===== src/rtl/pdm_ddr_demux_array.sv =====
// PDM microphone front end: generates the PDM bit clock, demultiplexes N_LINES DDR data lines
// into 2*N_LINES single-rate channels and packs each channel into PACK_BITS-wide words.
module pdm_ddr_demux_array #(
    parameter int unsigned N_LINES   = 4,
    parameter int unsigned CLK_DIV   = 8,
    parameter int unsigned SAMPLE_PT = 3,
    parameter int unsigned PACK_BITS = 8
) (
    input  logic                             i_clk,
    input  logic                             i_rst,
    input  logic                             i_en,
    input  logic [N_LINES-1:0]               i_ddr_data,
    output logic                             o_pdm_clk,
    output logic [2*N_LINES-1:0]             o_sdr_data,
    output logic                             o_frame_valid,
    output logic [2*N_LINES*PACK_BITS-1:0]   o_word_data,
    output logic                             o_word_valid
);

    localparam int unsigned HALF  = CLK_DIV / 2;
    localparam int unsigned N_CH  = 2 * N_LINES;
    localparam int unsigned CNT_W = $clog2(CLK_DIV);
    localparam int unsigned PCK_W = (PACK_BITS > 1) ? $clog2(PACK_BITS) : 1;

    localparam logic [CNT_W-1:0] CNT_MAX = CNT_W'(CLK_DIV - 1);
    localparam logic [CNT_W-1:0] A_PT    = CNT_W'(SAMPLE_PT);
    localparam logic [CNT_W-1:0] B_PT    = CNT_W'(HALF + SAMPLE_PT);
    localparam logic [CNT_W-1:0] HALF_C  = CNT_W'(HALF);
    localparam logic [PCK_W-1:0] PCK_MAX = PCK_W'(PACK_BITS - 1);

    logic [N_LINES-1:0]         r_ds1, r_ds2;
    logic [CNT_W-1:0]           r_cnt;
    logic                       r_pdm_clk;
    logic [N_LINES-1:0]         r_cap_a;
    logic [N_CH-1:0]            r_sdr;
    logic                       r_frame_valid;
    logic [N_CH*PACK_BITS-1:0]  r_shift;
    logic [PCK_W-1:0]           r_pack_cnt;
    logic [N_CH*PACK_BITS-1:0]  r_word;
    logic                       r_word_valid;

    logic [CNT_W-1:0]           w_cnt_next;
    logic                       w_cap_a;
    logic                       w_frame;
    logic                       w_word_done;
    logic [N_CH-1:0]            w_sdr_next;
    logic [N_CH*PACK_BITS-1:0]  w_shift_next;

    always_comb begin
        w_cnt_next = '0;
        if (i_en && (r_cnt != CNT_MAX)) begin
            w_cnt_next = r_cnt + CNT_W'(1);
        end
        w_cap_a     = i_en && (r_cnt == A_PT);
        w_frame     = i_en && (r_cnt == B_PT);
        w_word_done = w_frame && (r_pack_cnt == PCK_MAX);

        w_sdr_next = '0;
        for (int l = 0; l < int'(N_LINES); l++) begin
            w_sdr_next[2*l]   = r_cap_a[l];
            w_sdr_next[2*l+1] = r_ds2[l];
        end

        // Each channel shifts toward its MSB so the oldest bit ends up on top.
        w_shift_next = '0;
        for (int c = 0; c < int'(N_CH); c++) begin
            for (int j = int'(PACK_BITS) - 1; j > 0; j--) begin
                w_shift_next[c*int'(PACK_BITS)+j] = r_shift[c*int'(PACK_BITS)+j-1];
            end
            w_shift_next[c*int'(PACK_BITS)] = w_sdr_next[c];
        end
    end

    always_ff @(posedge i_clk or posedge i_rst) begin
        if (i_rst) begin
            r_ds1         <= '0;
            r_ds2         <= '0;
            r_cnt         <= '0;
            r_pdm_clk     <= 1'b0;
            r_frame_valid <= 1'b0;
            r_word_valid  <= 1'b0;
        end else begin
            r_ds1         <= i_ddr_data;
            r_ds2         <= r_ds1;
            r_cnt         <= w_cnt_next;
            r_pdm_clk     <= i_en && (w_cnt_next < HALF_C);
            r_frame_valid <= w_frame;
            r_word_valid  <= w_word_done;
        end
    end

    always_ff @(posedge i_clk or posedge i_rst) begin
        if (i_rst) begin
            r_cap_a    <= '0;
            r_sdr      <= '0;
            r_shift    <= '0;
            r_pack_cnt <= '0;
            r_word     <= '0;
        end else if (!i_en) begin
            // Disabling discards any partial word; published outputs hold.
            r_cap_a    <= '0;
            r_shift    <= '0;
            r_pack_cnt <= '0;
        end else begin
            if (w_cap_a) begin
                r_cap_a <= r_ds2;
            end
            if (w_frame) begin
                r_sdr      <= w_sdr_next;
                r_shift    <= w_shift_next;
                r_pack_cnt <= w_word_done ? '0 : r_pack_cnt + PCK_W'(1);
                if (w_word_done) begin
                    r_word <= w_shift_next;
                end
            end
        end
    end

    assign o_pdm_clk     = r_pdm_clk;
    assign o_sdr_data    = r_sdr;
    assign o_frame_valid = r_frame_valid;
    assign o_word_data   = r_word;
    assign o_word_valid  = r_word_valid;

endmodule


===== config.mk =====
export PLATFORM = sky130hd
export DESIGN_NAME = pdm_ddr_demux_array
export DESIGN_NICKNAME = d
export VERILOG_FILES = /design/src/rtl/pdm_ddr_demux_array.sv
export SDC_FILE = /design/constraint.sdc
export NUM_CORES = 1
export LEC_CHECK = 0
export CAP_MARGIN = 10
export CORE_UTILIZATION = 56
export CTS_BUF_LIST = sky130_fd_sc_hd__clkbuf_2 sky130_fd_sc_hd__clkbuf_4 sky130_fd_sc_hd__clkbuf_8
export CTS_CLUSTER_DIAMETER = 200
export CTS_CLUSTER_SIZE = 12
export DETAILED_ROUTE_END_ITERATION = 12
export GPL_TIMING_DRIVEN = 0
export PLACE_DENSITY_LB_ADDON = 0.15
export SKIP_LAST_GASP = 1
export SYNTH_ARGS = -nofsm -noshare
export SYNTH_HDL_FRONTEND = slang
export SYNTH_SLANG_ARGS = --single-unit

===== constraint.sdc =====
create_clock -name i_clk -period 6.97 [get_ports i_clk]
set_input_delay 1.394 -clock i_clk [delete_from_list [all_inputs] [get_ports i_clk]]
set_output_delay 1.394 -clock i_clk [all_outputs]
set_load 0.02 [all_outputs]

==> tab_implementation.tex <==
\begin{tabular}{lr}
\hline
Metric & Value \\
\hline
\multicolumn{2}{l}{\textbf{Outcome}} \\
Status & complete, no violations \\
\multicolumn{2}{l}{\textbf{Timing}} \\
Max-slew violation count & 0 \\
Max-Slew Margin vs Limit & 52.0\% \\
Final Hold Violating Endpoints & 0 \\
Final worst-path cycle share & 40.4\% \\
Final critical path time including I/O delays and setup & 2.81 ns \\
Worst Tran Pin Value & 0.720 ns \\
Final setup viols & 0 \\
Final setup skew & 0.0136 ns \\
Peak Freq & 0.355 GHz \\
Setup repair after global routing missed its margin & false \\
\multicolumn{2}{l}{\textbf{GRT}} \\
Met3 GRT Util & 5.36\% \\
Total congestion overflow & 0 \\
Initial antenna violation count & 0 \\
Wire length of the first global-routing pass & 17.5 mm \\
Pin count of the biggest net entering global routing & 83 \\
Met1 global-route usage & 28.3\% \\
Most Used Layer, Global Route & met2 \\
Met2 usage & 32.7\% \\
Vias in the first global route & 3398 \\
Total Routing Usage GR & 20.7\% \\
\multicolumn{2}{l}{\textbf{Clock network}} \\
Clock buffers created by TritonCTS & 17 \\
Post-cts gate resize count & 0 \\
TritonCTS clock tree & done \\
Latest clock arrival within the worst-skew pair & 0.43 ns \\
Clock slew at the register clock pins of the worst setup and hold paths & 0.07 ns \\
Clk root buf & sky130\_fd\_sc\_hd\_\_clkbuf\_8 \\
Postcts setup bufs & 0 \\
Maximum clock insertion buffer count & 2 \\
Hold buffer count at cts & 0 \\
Number of sinks on the clock net & 149 \\
H-tree depth & 4 \\
\multicolumn{2}{l}{\textbf{Final layout}} \\
Final design area excluding fillers & 7400 µm² \\
Fin util & 72.0\% \\
Commonest cells after routing, fill and taps aside & 149 x sky130\_fd\_sc\_hd\_\_dfrtp\_1, 81 x sky130\_fd\_sc\_hd\_\_clkdlybuf4s50\_1, 62 x sky130\_fd\_sc\_hd\_\_nor2b\_1 \\
Synth-to-Final Area Change & 25.0\% \\
Non-filler instance count after layout & 635 \\
Inserted Diodes & 0 \\
Most common library cell in the layout ignoring fill and taps & sky130\_fd\_sc\_hd\_\_dfrtp\_1 \\
Fraction of layout instances using a drive strength above 1 & 24.2\% \\
Number of nets in the layout & 500 \\
\multicolumn{2}{l}{\textbf{Hold path}} \\
Endpoint, Worst Hold & r\_ds2[3]\$\_DFF\_PP0\_ \\
Depth of the worst hold-timing path & 0 \\
Hold Path Origin & r\_ds1[3]\$\_DFF\_PP0\_ \\
Worst min path class & flop to flop \\
\multicolumn{2}{l}{\textbf{Yosys}} \\
Synth Cell Area & 5920 µm² \\
Number of distinct library cells after synthesis & 20 \\
Post-Syn Instances & 387 \\
YS warnings & 0 \\
Sequential share of the synthesized area & 62.9\% \\
Synthesis-stage register bit count & 149 \\
Avg Synthesized Cell Area & 15.3 µm² \\
Post-Synthesis Net Count & 399 \\
\multicolumn{2}{l}{\textbf{Critical path}} \\
Endpoint class of the critical path & output pin \\
Worst reg2reg endpoint & o\_sdr\_data[2]\$\_DFFE\_PP0P\_ \\
Critical path's top delay family & buffers and inverters \\
Register-to-register setup slack & 5.18 ns \\
Critical path type & flop to output pin \\
Kind of launch point of the worst setup path & flop \\
Data required time of the critical path & 5.58 ns \\
Highest net fanout along the worst path & 2 \\
Cells traversed along the worst timing path & clkdlybuf4s50\_1 \\
Cell with the biggest individual delay on the critical path & sky130\_fd\_sc\_hd\_\_clkdlybuf4s50\_1 \\
Reg2reg start & r\_cnt[0]\$\_DFF\_PP0\_ \\
Path depth of the worst reg2reg path & 5 \\
Crit-path max cell delay & 0.61 ns \\
Endpoint arrival time on the critical path & 1.42 ns \\
Worst Path Buf+Inv & 1 \\
\multicolumn{2}{l}{\textbf{Placed design}} \\
Final GP Congestion & 0.691 \\
Post-place instance area & 6940 µm² \\
Total placed cells including tap cells & 605 \\
Count of port buffers added during placement & 81 \\
Detailed Place HPWL & 6.81 mm \\
\multicolumn{2}{l}{\textbf{Route}} \\
Antenna Violating Nets Remaining & 0 \\
WL/cell & 16.1 µm \\
Starting DRC count in detailed routing & 92 \\
DRC Markers & 0 \\
Wire length reported by the detailed router & 10.2 mm \\
Vias after detailed routing & 3250 \\
Via/cell ratio & 5.12 \\
Detailed-router iteration count before antenna repair & 4 \\
\multicolumn{2}{l}{\textbf{Floorplan}} \\
Initial cell density of the core & 57.6\% \\
Die area & 11000 µm² \\
Core box area & 10300 µm² \\
Chip height & 105 µm \\
DIE WIDTH & 105 µm \\
Number of primary I/O pins & 82 \\
Number of core rows & 37 \\
\multicolumn{2}{l}{\textbf{Pwr}} \\
Leakage power of the design & 3.37 nW \\
Power per unit of standard cell area & 231 nW/µm² \\
Max IR drop VDD & 0.000160 V \\
\multicolumn{2}{l}{\textbf{Run}} \\
Max-cap violations & 0 \\
\hline
\end{tabular}
[layer usage]
layer  vias up  wire length [µm]
li1       1510                 -
met1      1669              4650
met2        58              5110
met3        13               351
met4         0               121
met5         -                 0
[kinds of logic after synthesis]
family | Yosys count | synth area share (%)
flops | 149 | 62.9
buf+inv | 26 | 2.87
compound gates | 3 | 0.380
mux | 133 | 25.3
simple gates | 71 | 7.48
fa+ha+maj | 5 | 1.06
[final cells by class]
cell class / instances / area [µm²]
clock buffers: 18 / 241
inverters: 5 / 23.8
well taps: 136 / 170
clock inverters: 12 / 226
fillers: 730 / 2870
plain buffers: 21 / 151
flip-flops and latches: 149 / 3730
multi-input cells: 212 / 2020
repair buffers: 82 / 838
[flip-flops by register name, summed over array words and instances (netlist names)]
register and flops:
o_word_valid 1, o_word_data 64, r_ds1 4, r_cnt 3, r_pack_cnt 3, r_shift 56, r_cap_a 4, r_ds2 4
o_sdr_data 8, o_frame_valid 1, o_pdm_clk 1
[metrics by stage]
stage	setup TNS [ns]	hold WS [ns]	setup WS [ns]	total power, mW
global placement	-29.66	0.333	-0.207	0.948
CTS	0	0.352	4.13	1.73
floorplan	0	0.331	1.57	0.928
finish	0	0.351	4.16	1.71
detailed placement	0	0.335	4.01	0.952
global route	0	0.358	4.09	1.77
[Yosys cell counts]
| library cell | count | area [µm²] |
|---|---|---|
| sky130_fd_sc_hd__dfrtp_1 | 149 | 3730 |
| sky130_fd_sc_hd__nor2b_1 | 62 | 388 |
| sky130_fd_sc_hd__mux2i_1 | 61 | 611 |
| sky130_fd_sc_hd__mux2_2 | 52 | 586 |
| sky130_fd_sc_hd__mux2_4 | 20 | 300 |
| sky130_fd_sc_hd__buf_4 | 7 | 52.6 |
| sky130_fd_sc_hd__clkbuf_1 | 7 | 26.3 |
| sky130_fd_sc_hd__buf_6 | 6 | 67.6 |
| sky130_fd_sc_hd__ha_1 | 5 | 62.6 |
| sky130_fd_sc_hd__inv_1 | 4 | 15.0 |
| sky130_fd_sc_hd__nor2_1 | 3 | 11.3 |
| sky130_fd_sc_hd__nand2b_1 | 2 | 12.5 |
| sky130_fd_sc_hd__o21a_1 | 2 | 15.0 |
| sky130_fd_sc_hd__a21boi_0 | 1 | 7.51 |
| sky130_fd_sc_hd__buf_2 | 1 | 5.00 |
| sky130_fd_sc_hd__inv_2 | 1 | 3.75 |
| sky130_fd_sc_hd__nand2_2 | 1 | 6.26 |
| sky130_fd_sc_hd__nand3_2 | 1 | 10.0 |
| sky130_fd_sc_hd__nand3b_1 | 1 | 7.51 |
| sky130_fd_sc_hd__nor3b_1 | 1 | 7.51 |
[worst max-delay path by stage]
stage / from / to / cells past startpoint
2_1_floorplan: i_rst / o_frame_valid$_DFF_PP0_ / 1
3_3_place_gp: i_rst / o_word_data[22]$_DFFE_PP0P_ / 2
3_5_place_dp: i_en / o_word_data[46]$_DFFE_PP0P_ / 5
4_1_cts: o_word_data[16]$_DFFE_PP0P_ / o_word_data[16] / 1
5_1_grt: o_word_data[28]$_DFFE_PP0P_ / o_word_data[28] / 1
6_report: o_sdr_data[4]$_DFFE_PP0P_ / o_sdr_data[4] / 1
[power by group]
part | total (mW) | switching (mW) | internal (mW) | leakage, nW
combinational | 0.0562 | 0.0337 | 0.0225 | 1.09
sequential | 0.877 | 0.00547 | 0.872 | 2.06
clock | 0.777 | 0.312 | 0.465 | 0.229
total | 1.71 | 0.351 | 1.36 | 3.37
(Power assumes the default switching activity.)
